==> config.mk <==
export PLATFORM = sky130hd
export DESIGN_NAME = uart_packet_scheduler
export DESIGN_NICKNAME = d
export VERILOG_FILES = /design/src/rtl/bpsk_pkt_pkg.sv /design/src/rtl/pkt_idle_timer.sv /design/src/rtl/uart_packet_scheduler.sv
export SDC_FILE = /design/constraint.sdc
export NUM_CORES = 1
export LEC_CHECK = 0
export CAP_MARGIN = 0
export CORE_AREA = 5 5 206 208
export CTS_BUF_LIST = sky130_fd_sc_hd__clkbuf_8 sky130_fd_sc_hd__clkbuf_16
export CTS_CLUSTER_DIAMETER = 120
export CTS_CLUSTER_SIZE = 40
export DETAILED_ROUTE_END_ITERATION = 8
export DIE_AREA = 0 0 211 213
export PLACE_DENSITY = 0.82
export SYNTH_ARGS = -nofsm -noshare
export SYNTH_HDL_FRONTEND = slang
export SYNTH_SLANG_ARGS = --single-unit
export TNS_END_PERCENT = 50
==> constraint.sdc <==
create_clock -name clk -period 5.3 [get_ports clk]
set_input_delay 1.06 -clock clk [delete_from_list [all_inputs] [get_ports clk]]
set_output_delay 1.06 -clock clk [all_outputs]
set_load 0.1 [all_outputs]
==> src/rtl/bpsk_pkt_pkg.sv <==
// Shared types and defaults for the UART-to-BPSK packet scheduler.
package bpsk_pkt_pkg;

    localparam int unsigned PACKET_BYTES_DEFAULT   = 23;
    localparam int unsigned TIMEOUT_CYCLES_DEFAULT = 50000;
    localparam int unsigned DROP_CNT_W_DEFAULT     = 8;

    typedef enum logic [1:0] {
        BUF_EMPTY   = 2'd0,
        BUF_FILLING = 2'd1,
        BUF_FULL    = 2'd2
    } buf_state_e;

    typedef enum logic [1:0] {
        ASM_IDLE     = 2'd0,
        ASM_COLLECT  = 2'd1,
        ASM_WAIT_BUF = 2'd2
    } asm_state_e;

endpackage

==> src/rtl/pkt_idle_timer.sv <==
// Idle-cycle counter for partial packets; fire_c asserts on the cycle the
// count would reach TIMEOUT_CYCLES.
module pkt_idle_timer #(
    parameter int unsigned TIMEOUT_CYCLES = 50000
) (
    input  logic clk,
    input  logic rst_n,
    input  logic clr,
    input  logic en,
    output logic fire_c
);

    localparam int unsigned CNT_W = $clog2(TIMEOUT_CYCLES + 1);
    localparam logic [CNT_W-1:0] LAST_CNT = CNT_W'(TIMEOUT_CYCLES - 1);

    logic [CNT_W-1:0] count;

    assign fire_c = en && !clr && (count == LAST_CNT);

    always_ff @(posedge clk) begin
        if (!rst_n) begin
            count <= '0;
        end else if (clr || !en || fire_c) begin
            count <= '0;
        end else begin
            count <= count + CNT_W'(1);
        end
    end

endmodule

==> src/rtl/uart_packet_scheduler.sv <==
// Ping-pong packet assembler between the UART receiver and the BPSK modulator.
// UART_PKT_TIMEOUT_PAD_EN: pad and commit partial packets on timeout instead of discarding them.
module uart_packet_scheduler
    import bpsk_pkt_pkg::*;
#(
    parameter int unsigned PACKET_BYTES   = PACKET_BYTES_DEFAULT,
    parameter int unsigned TIMEOUT_CYCLES = TIMEOUT_CYCLES_DEFAULT,
    parameter logic [7:0]  PAD_BYTE       = 8'h00,
    parameter int unsigned DROP_CNT_W     = DROP_CNT_W_DEFAULT
) (
    input  logic                      clk,
    input  logic                      rst_n,
    input  logic                      rx_valid,
    input  logic [7:0]                rx_data,
    input  logic                      flush,
    output logic [PACKET_BYTES*8-1:0] pkt_data,
    output logic                      pkt_valid,
    input  logic                      pkt_ready,
    output logic [1:0]                fill_level,
    output logic                      overflow,
    output logic [DROP_CNT_W-1:0]     drop_count,
    output logic                      timeout_evt
);

    localparam int unsigned PKT_W = PACKET_BYTES * 8;
    localparam int unsigned IDX_W = (PACKET_BYTES > 1) ? $clog2(PACKET_BYTES) : 1;
    localparam logic [IDX_W-1:0] LAST_IDX = IDX_W'(PACKET_BYTES - 1);
`ifdef UART_PKT_TIMEOUT_PAD_EN
    localparam bit PAD_EN = 1'b1;
`else
    localparam bit PAD_EN = 1'b0;
`endif

    asm_state_e       asm_state, asm_next;
    buf_state_e       buf_st  [2];
    buf_state_e       bst_n   [2];
    logic [PKT_W-1:0] buf_data [2];
    logic [PKT_W-1:0] bdata_n  [2];
    logic             wr_sel, rd_sel, wr_sel_n, rd_sel_n;
    logic [IDX_W-1:0] byte_idx, idx_n;

    logic hs_c, target_free_c, other_free_c;
    logic accept_c, drop_c, last_c, fire_c, commit_c, discard_c;

    // Write target is free unless it still holds a packet awaiting the modulator.
    assign hs_c          = pkt_ready && (buf_st[rd_sel] == BUF_FULL) && !flush;
    assign target_free_c = (buf_st[wr_sel] != BUF_FULL) || (hs_c && (rd_sel == wr_sel));
    assign other_free_c  = (buf_st[~wr_sel] == BUF_EMPTY) || (hs_c && (rd_sel != wr_sel));
    assign accept_c      = rx_valid && !flush && target_free_c;
    assign drop_c        = rx_valid && !flush && !target_free_c;
    assign last_c        = accept_c && (byte_idx == LAST_IDX);
    assign commit_c      = last_c || (PAD_EN && fire_c);
    assign discard_c     = !PAD_EN && fire_c;

    pkt_idle_timer #(
        .TIMEOUT_CYCLES(TIMEOUT_CYCLES)
    ) u_idle_timer (
        .clk   (clk),
        .rst_n (rst_n),
        .clr   (accept_c || flush),
        .en    (asm_state == ASM_COLLECT),
        .fire_c(fire_c)
    );

    always_ff @(posedge clk) begin
        if (!rst_n) begin
            asm_state <= ASM_IDLE;
        end else begin
            asm_state <= asm_next;
        end
    end

    always_comb begin
        asm_next = asm_state;
        if (flush) begin
            asm_next = ASM_IDLE;
        end else if (commit_c) begin
            asm_next = other_free_c ? ASM_IDLE : ASM_WAIT_BUF;
        end else if (accept_c) begin
            asm_next = ASM_COLLECT;
        end else if (discard_c) begin
            asm_next = ASM_IDLE;
        end else if ((asm_state == ASM_WAIT_BUF) && target_free_c) begin
            asm_next = ASM_IDLE;
        end
    end

    // Buffer, pointer and byte-index updates; handshake is applied before the write.
    always_comb begin
        bst_n[0]   = buf_st[0];
        bst_n[1]   = buf_st[1];
        bdata_n[0] = buf_data[0];
        bdata_n[1] = buf_data[1];
        wr_sel_n   = wr_sel;
        rd_sel_n   = rd_sel;
        idx_n      = byte_idx;
        if (flush) begin
            bst_n[0] = BUF_EMPTY;
            bst_n[1] = BUF_EMPTY;
            idx_n    = '0;
        end else begin
            if (hs_c) begin
                bst_n[rd_sel] = BUF_EMPTY;
                rd_sel_n      = ~rd_sel;
            end
            if (accept_c) begin
                bdata_n[wr_sel][PKT_W - 8 - 8 * 32'(byte_idx) +: 8] = rx_data;
                bst_n[wr_sel] = BUF_FILLING;
                idx_n         = byte_idx + IDX_W'(1);
            end
            if (PAD_EN && fire_c) begin
                for (int unsigned i = 0; i < PACKET_BYTES; i++) begin
                    if (i >= 32'(byte_idx)) begin
                        bdata_n[wr_sel][PKT_W - 8 - 8 * i +: 8] = PAD_BYTE;
                    end
                end
            end
            if (commit_c) begin
                bst_n[wr_sel] = BUF_FULL;
                wr_sel_n      = ~wr_sel;
                idx_n         = '0;
            end else if (discard_c) begin
                bst_n[wr_sel] = BUF_EMPTY;
                idx_n         = '0;
            end
        end
    end

    always_ff @(posedge clk) begin
        if (!rst_n) begin
            buf_st[0]   <= BUF_EMPTY;
            buf_st[1]   <= BUF_EMPTY;
            buf_data[0] <= '0;
            buf_data[1] <= '0;
            wr_sel      <= 1'b0;
            rd_sel      <= 1'b0;
            byte_idx    <= '0;
            pkt_valid   <= 1'b0;
            pkt_data    <= '0;
            fill_level  <= 2'd0;
            overflow    <= 1'b0;
            drop_count  <= '0;
            timeout_evt <= 1'b0;
        end else begin
            buf_st[0]   <= bst_n[0];
            buf_st[1]   <= bst_n[1];
            buf_data[0] <= bdata_n[0];
            buf_data[1] <= bdata_n[1];
            wr_sel      <= wr_sel_n;
            rd_sel      <= rd_sel_n;
            byte_idx    <= idx_n;
            pkt_valid   <= (bst_n[rd_sel_n] == BUF_FULL);
            pkt_data    <= bdata_n[rd_sel_n];
            fill_level  <= 2'(bst_n[0] == BUF_FULL) + 2'(bst_n[1] == BUF_FULL);
            timeout_evt <= fire_c;
            if (flush) begin
                overflow   <= 1'b0;
                drop_count <= '0;
            end else if (drop_c) begin
                overflow <= 1'b1;
                if (drop_count != '1) begin
                    drop_count <= drop_count + DROP_CNT_W'(1);
                end
            end
        end
    end

endmodule
# Yosys cells after proc, flatten, opt, wreduce, memory -nomap -nowiden
# Memories as Yosys holds them, arrays and structs flattened. A register that Yosys moved wholly into a read port is not among the register bits.
# Cells that the tools add are included.
# W data, S select, Z words.
[classes]
n_shift = 2
mux = 38
eq_ne = 12
n_lt_le_gt_ge = 5
addsub = 6
bitwise = 21
n_reduce_logical = 29
[op_table]
columns = ["op", "n"]
rows = [
  ["$mux W184", 6],
  ["$mux W368", 2],
  ["$bwmux W368", 1],
  ["$demux W184 S1", 1],
  ["$shift A8 B34 Y184 const A", 1],
  ["$shiftx A8 B34 Y184", 1],
  ["$neg A32 Y34", 1],
  ["$mux W4", 7],
  ["$mux W2", 12],
  ["$add A16 B1 Y16 const B", 1],
  ["$eq A16 B16 Y1 const B", 1],
  ["$logic_and A1 B1 Y1", 13],
  ["$eq A2 B2 Y1 const B", 5],
  ["$sub A8 B8 Y9 const A", 1],
  ["$add A8 B1 Y8 const B", 1],
  ["$and A4 B4 Y4", 2],
  ["$ne A8 B8 Y1 const B", 1],
  ["$not A4 Y4", 2],
  ["$mux W1", 7],
  ["$ge A2 B2 Y1 const B", 3],
  ["$not A1 Y2", 3],
  ["$add A5 B1 Y5 const B", 1],
  ["$eq A5 B5 Y1 const B", 1],
  ["$logic_or A1 B1 Y1", 5],
  ["other kinds (18)", 34],
]
[word_totals]
n_memories = 2
out_inout_bits = 197
mem_bits_rw = 372
word_cells = 126
register_bits = 222
input_bits = 13
[mem_list]
columns = ["memory", "words", "word_bits", "read_ports", "rd_ports_with_merged_regs", "wr", "line", "rtl"]
rows = [
  ["buf_data", 2, 184, 2, 0, 2, "uart_packet_scheduler.sv:37", "logic [PKT_W-1:0] buf_data [2];"],
  ["buf_st", 2, 2, 5, 2, 2, "uart_packet_scheduler.sv:35", "buf_state_e buf_st [2];"],
]

# Depth between registers and ports, before layout
[logic_depth]
depth_word = 20
depth_mapped = 18
depth_no_buf = 15

# Hierarchy
# Synthesis repeated with hierarchy kept, for this count alone.
[unflattened]
hier_cells = 2362
hier_area_um2 = 22411.5
[modules_own_cells]
columns = ["module", "cells_each", "seq_area_each_um2", "area_each_um2", "n_inst"]
rows = [
  ["uart_packet_scheduler", 2282, 11611.1, 21682.0, 1],
  ["pkt_idle_timer", 80, 320.3, 729.4, 1],
]

# Worst setup path after synthesis
# Ideal clock, no wire load.
[synth_path]
kind = "flip-flop to flip-flop"
from = "reg byte_idx[0]"
to = "reg pkt_data[176]"
path_slack_ns = 1.415
required_time_ns = 5.166
arrival_ns = 3.751
setup_ns = 0.134
n_path_buf = 4
period_less_slack_ns = 3.885
stages_incl_launch_ff = 16
path_cell_list = "dfxtp_1 buf_2 inv_1 ha_1 clkbuf_2 nor2_1 nand3_1 ha_1 nor3b_1 nand4_1 a2111oi_4 buf_6 nand4_2 clkbuf_1 a21oi_1 o22ai_1"
[synth_via]
elab_chain_len = 11
elab_cells_between_ends = 12
cone_classes = "2 x add/sub; 2 x shift; 8 x mux"
[synth_rtl]
columns = ["element", "line", "rtl"]
rows = [
  ["start, declared", "uart_packet_scheduler.sv:40", "logic [IDX_W-1:0] byte_idx, idx_n;"],
  ["start signal, assigned", "uart_packet_scheduler.sv:151", "byte_idx <= idx_n;"],
  ["$sub A8 B8 Y9 *", "uart_packet_scheduler.sv:107", "bdata_n[wr_sel][PKT_W - 8 - 8 * 32'(byte_idx) +: 8] = rx_data;"],
  ["$neg A32 Y34 *", "uart_packet_scheduler.sv:107", ""],
  ["$shift A8 B34 Y184", "uart_packet_scheduler.sv:107", ""],
  ["$mux W184 (not written as such)", "uart_packet_scheduler.sv:107", ""],
  ["$demux W184 S1", "uart_packet_scheduler.sv:107", ""],
  ["$bwmux W368 *", "uart_packet_scheduler.sv:107", ""],
  ["$mux W368 *", "uart_packet_scheduler.sv:106", "if (accept_c) begin"],
  ["$mux W368 *", "uart_packet_scheduler.sv:97", "if (flush) begin"],
  ["$mux W184 (not written as such) * (3 in series)", "uart_packet_scheduler.sv:153", "pkt_data <= bdata_n[rd_sel_n];"],
  ["end signal, assigned", "uart_packet_scheduler.sv:153", ""],
  ["end, declared", "uart_packet_scheduler.sv:16", "output logic [PACKET_BYTES*8-1:0] pkt_data,"],
]
# Every way passes the cells marked *; elsewhere a longest branch is shown, timed or not. The select of a mux whose other input is x is not followed.
# A chain may end at the register's enable or synchronous reset.

# Worst setup path in the final report
[layout_path]
from = "reg byte_idx[0]"
to = "reg pkt_data[51]"
# Same word-level chain as after synthesis.

==> flow_metrics.env <==
export IMPL_final_setup_tns_ns=0
export IMPL_dieHeight_um=213
export IMPL_hp_start="u_idle_timer.count[0]"
export IMPL_grt_max_degree=212
export IMPL_final_common_cell="nor2_1"
export IMPL_nets=2642
export IMPL_wl_met2_um=29500
export IMPL_numCtsBuffers=18
export IMPL_rows=74
export IMPL_power_frac_comb_pct=4.6
export IMPL_vdd_drop_max_mv=0.232
export IMPL_area_growth_pct=13.6
export IMPL_drtPass1Iterations=6
export IMPL_final_cell_mix="nor2_1 (680), dfxtp_1 (596), a21oi_1 (297)"
export IMPL_end_kind="flop"
export IMPL_path_clk_slew_ns=0.14
export IMPL_hold_path_depth=1
export IMPL_final_area_um2=25000
export IMPL_synthArstFlopShare_pct=0
export IMPL_hpwl_um=42000
export IMPL_wl_um=63400
export IMPL_clk_latency_ns=0.57
export IMPL_grt_pass1_vias=17600
export IMPL_r2r_setup_slack_ns=0.52
export IMPL_core_area_um2=40400
export IMPL_num_antenna_cells=0
export IMPL_crit_arrival_ns=5.21
export IMPL_seq_area_frac_synth_pct=54.2
export IMPL_finalSetupViolCount=0
export IMPL_dr_first_iter_drc_count=2255
export IMPL_grt_setup_unrepaired="no"
export IMPL_total_leakage_power_nw=9.32
export IMPL_syn_num_nets=2553
export IMPL_grtUsageTotal_pct=26.9
export IMPL_placed_area_um2=24500
export IMPL_drtAntennaViolNets=0
export IMPL_io_pins=210
export IMPL_r2r_end="pkt_data[51]"
export IMPL_switching_share_pct=22.5
export IMPL_wl_met3_um=5820
export IMPL_routed_via_density=6.00
export IMPL_routed_top_layer="met5"
export IMPL_die_x_um=211
export IMPL_seqPwrFrac_pct=66.4
export IMPL_syn_cell_area_um2=22000
export IMPL_synth_seq_cells=596
export IMPL_synth_avg_cell_area_um2=8.71
export IMPL_rr_startpoint="byte_idx[0]"
export IMPL_drc=0
export IMPL_routedWlPerCell_um=20.1
export IMPL_cp_max_fo=17
export IMPL_power_switching_mw=1.52
export IMPL_postCtsSetupBuffers=0
export IMPL_required_ns=5.74
export IMPL_hp_class="flop to flop"
export IMPL_tightest_slew_ns=1.12
export IMPL_root_buffer="clkbuf_16"
export IMPL_yosysWarnings=0
export IMPL_finalCritPeriodShare_pct=90.2
export IMPL_postCtsHoldBufs=0
export IMPL_drv_cap=0
export IMPL_port_buffers=209
export IMPL_drive_gt1_share_pct=4.82
export IMPL_grt_pass1_wl_um=97500
export IMPL_antenna_found_initial=1
export IMPL_drv_slew=0
export IMPL_power_total_mw=6.77
export IMPL_num_vias=18900
export IMPL_ys_flop_type="dfxtp_1"
export IMPL_synth_edf_count=0
export IMPL_p_per_area_nw_per_um2=271
export IMPL_internal_power_mw=5.25
export IMPL_grt_ovfl_total=0
export IMPL_clock_skew_ns=0.0190
export IMPL_clock_path_buffers=3
export IMPL_place_ws_ns=0.620
export IMPL_cts_tree="done"
export IMPL_gp_congestion=0.924
export IMPL_setup_slack_ns=0.520
export IMPL_wl_met1_um=25600
export IMPL_syn_inst=2526
export IMPL_clock_sinks=596
export IMPL_clkPwrFrac_pct=29.0
export IMPL_r2r_cells=12
export IMPL_cts_resized=0
export IMPL_worstSetupPathType="flop to flop"
export IMPL_hold_path_endpoint="u_idle_timer.count[0]"
export IMPL_hold_violations=0
export IMPL_dieArea_um2=44900
export IMPL_timing_fmax_mhz=209
export IMPL_start_util_pct=54.5
export IMPL_synth_distinct_cells=66
export IMPL_critPathLaunchType="flop"
export IMPL_status="finished, final reports clean"
export IMPL_period_needed_ns=4.78
export IMPL_slew_headroom_pct=25.0
export IMPL_htree_levels=1
==> state kept, by name, indices dropped and copies added, names as in the netlist, named ones only <==
signal and count:
asm_state 2, wr_sel 1, drop_count 8, pkt_data 184, pkt_valid 1, fill_level 2, byte_idx 5, u_idle_timer.count 16
overflow 1, buf_st 4, timeout_evt 1, rd_sel 1, buf_data 368
==> Yosys cell counts, types with 3 or more instances <==
library cell,count,area share (%)
o21ai_1,3,0.068
buf_1,5,0.085
a211oi_1,3,0.10
o211ai_1,5,0.17
xor2_1,16,0.64
dfxtp_1,596,54
nand3_1,154,3.5
nand4_1,38,1.1
o221ai_1,95,3.8
nor3_1,21,0.48
or3_1,4,0.11
o22ai_1,76,2.2
mux2i_1,81,3.7
nand4_2,9,0.51
mux2_2,8,0.41
a21oi_1,297,6.8
clkbuf_1,171,2.9
buf_2,24,0.55
inv_1,12,0.20
nor4b_1,3,0.12
or2_2,3,0.085
nand2_1,95,1.6
ha_1,14,0.80
xnor2_1,14,0.56
and2_1,11,0.31
and3_1,12,0.34
and4_1,3,0.12
o21ai_0,8,0.18
nor2_1,681,12
nor2b_1,6,0.17
nor4_1,3,0.085
nand2b_1,6,0.17
==> critical path: stages, from the launching register on <==
cell and delay (ns):
dfxtp_1 0.61, inv_1 0.16, ha_1 0.45, nor2_1 0.32, nand3_1 0.13, ha_1 0.45
nor3_1 0.34, nand4_1 0.25, a211oi_2 0.57, buf_4 0.26, nand4_1 0.55, a21oi_1 0.42
o22ai_1 0.13
==> layout make-up <==
type | instances | area (um^2)
tap | 532 | 666
sequential | 596 | 11900
clock buffer | 19 | 475
inverter | 12 | 52.6
clock inverter | 1 | 30.0
multi-input combinational | 1713 | 9230
timing repair buffer | 274 | 2620
fill | 3419 | 15400
==> power by group through the flow <==
stage | registers [mW] | clock network (mW) | logic, mW
2_1_floorplan | 4.62 | 0 | 0.149
3_3_place_gp | 4.59 | 0 | 0.304
3_5_place_dp | 4.59 | 0 | 0.306
4_1_cts | 4.49 | 1.99 | 0.307
5_1_grt | 4.50 | 2.14 | 0.325
6_report | 4.49 | 1.96 | 0.315
==> worst max-delay path by stage <==
stage / startpoint / end / slack, ns / cells after the start
after floorplan: byte_idx[0] / pkt_data[176] / 1.42 / 15
after global placement: byte_idx[0] / pkt_data[55] / 0.71 / 12
after detailed placement: byte_idx[0] / pkt_data[51] / 0.62 / 12
after CTS: byte_idx[0] / pkt_data[51] / 0.58 / 12
after global routing: byte_idx[0] / pkt_data[51] / 0.13 / 12
final: byte_idx[0] / pkt_data[51] / 0.52 / 12
==> stage by stage <==
step / hold WS [ns] / std cells / utilization (%)
global placement: 0.424 / 3127 / 60.7
detailed placement: 0.434 / 3127 / 60.7
CTS: 0.453 / 3147 / 61.9
floorplan: 0.413 / 2526 / -
global route: 0.477 / 3147 / 61.9
finish: 0.453 / 3147 / 61.9
==> routing by layer <==
| layer | track usage (%) | up-vias |
|---|---|---|
| met3 | 4.48 | 169 |
| li1 | - | 8825 |
| met1 | 36.7 | 8954 |
| met2 | 43.5 | 921 |
| met5 | 0 | - |
| met4 | 9.90 | 2 |
==> logic make-up (layout without fill, tap and decap cells) <==
kind of cell / Yosys count / after routing / synth area share [%]
AO/OA/AOI/OAI: 507 / 507 / 14.1
XOR/XNOR: 33 / 33 / 1.47
adder cells (fa/ha/maj): 15 / 15 / 0.842
buffers and inverters: 217 / 306 / 3.95
flip-flops: 596 / 596 / 54.2
multiplexers: 89 / 89 / 4.09
AND/OR/NAND/NOR: 1069 / 1069 / 21.3
Note: power is estimated with default switching activity, not from simulation.
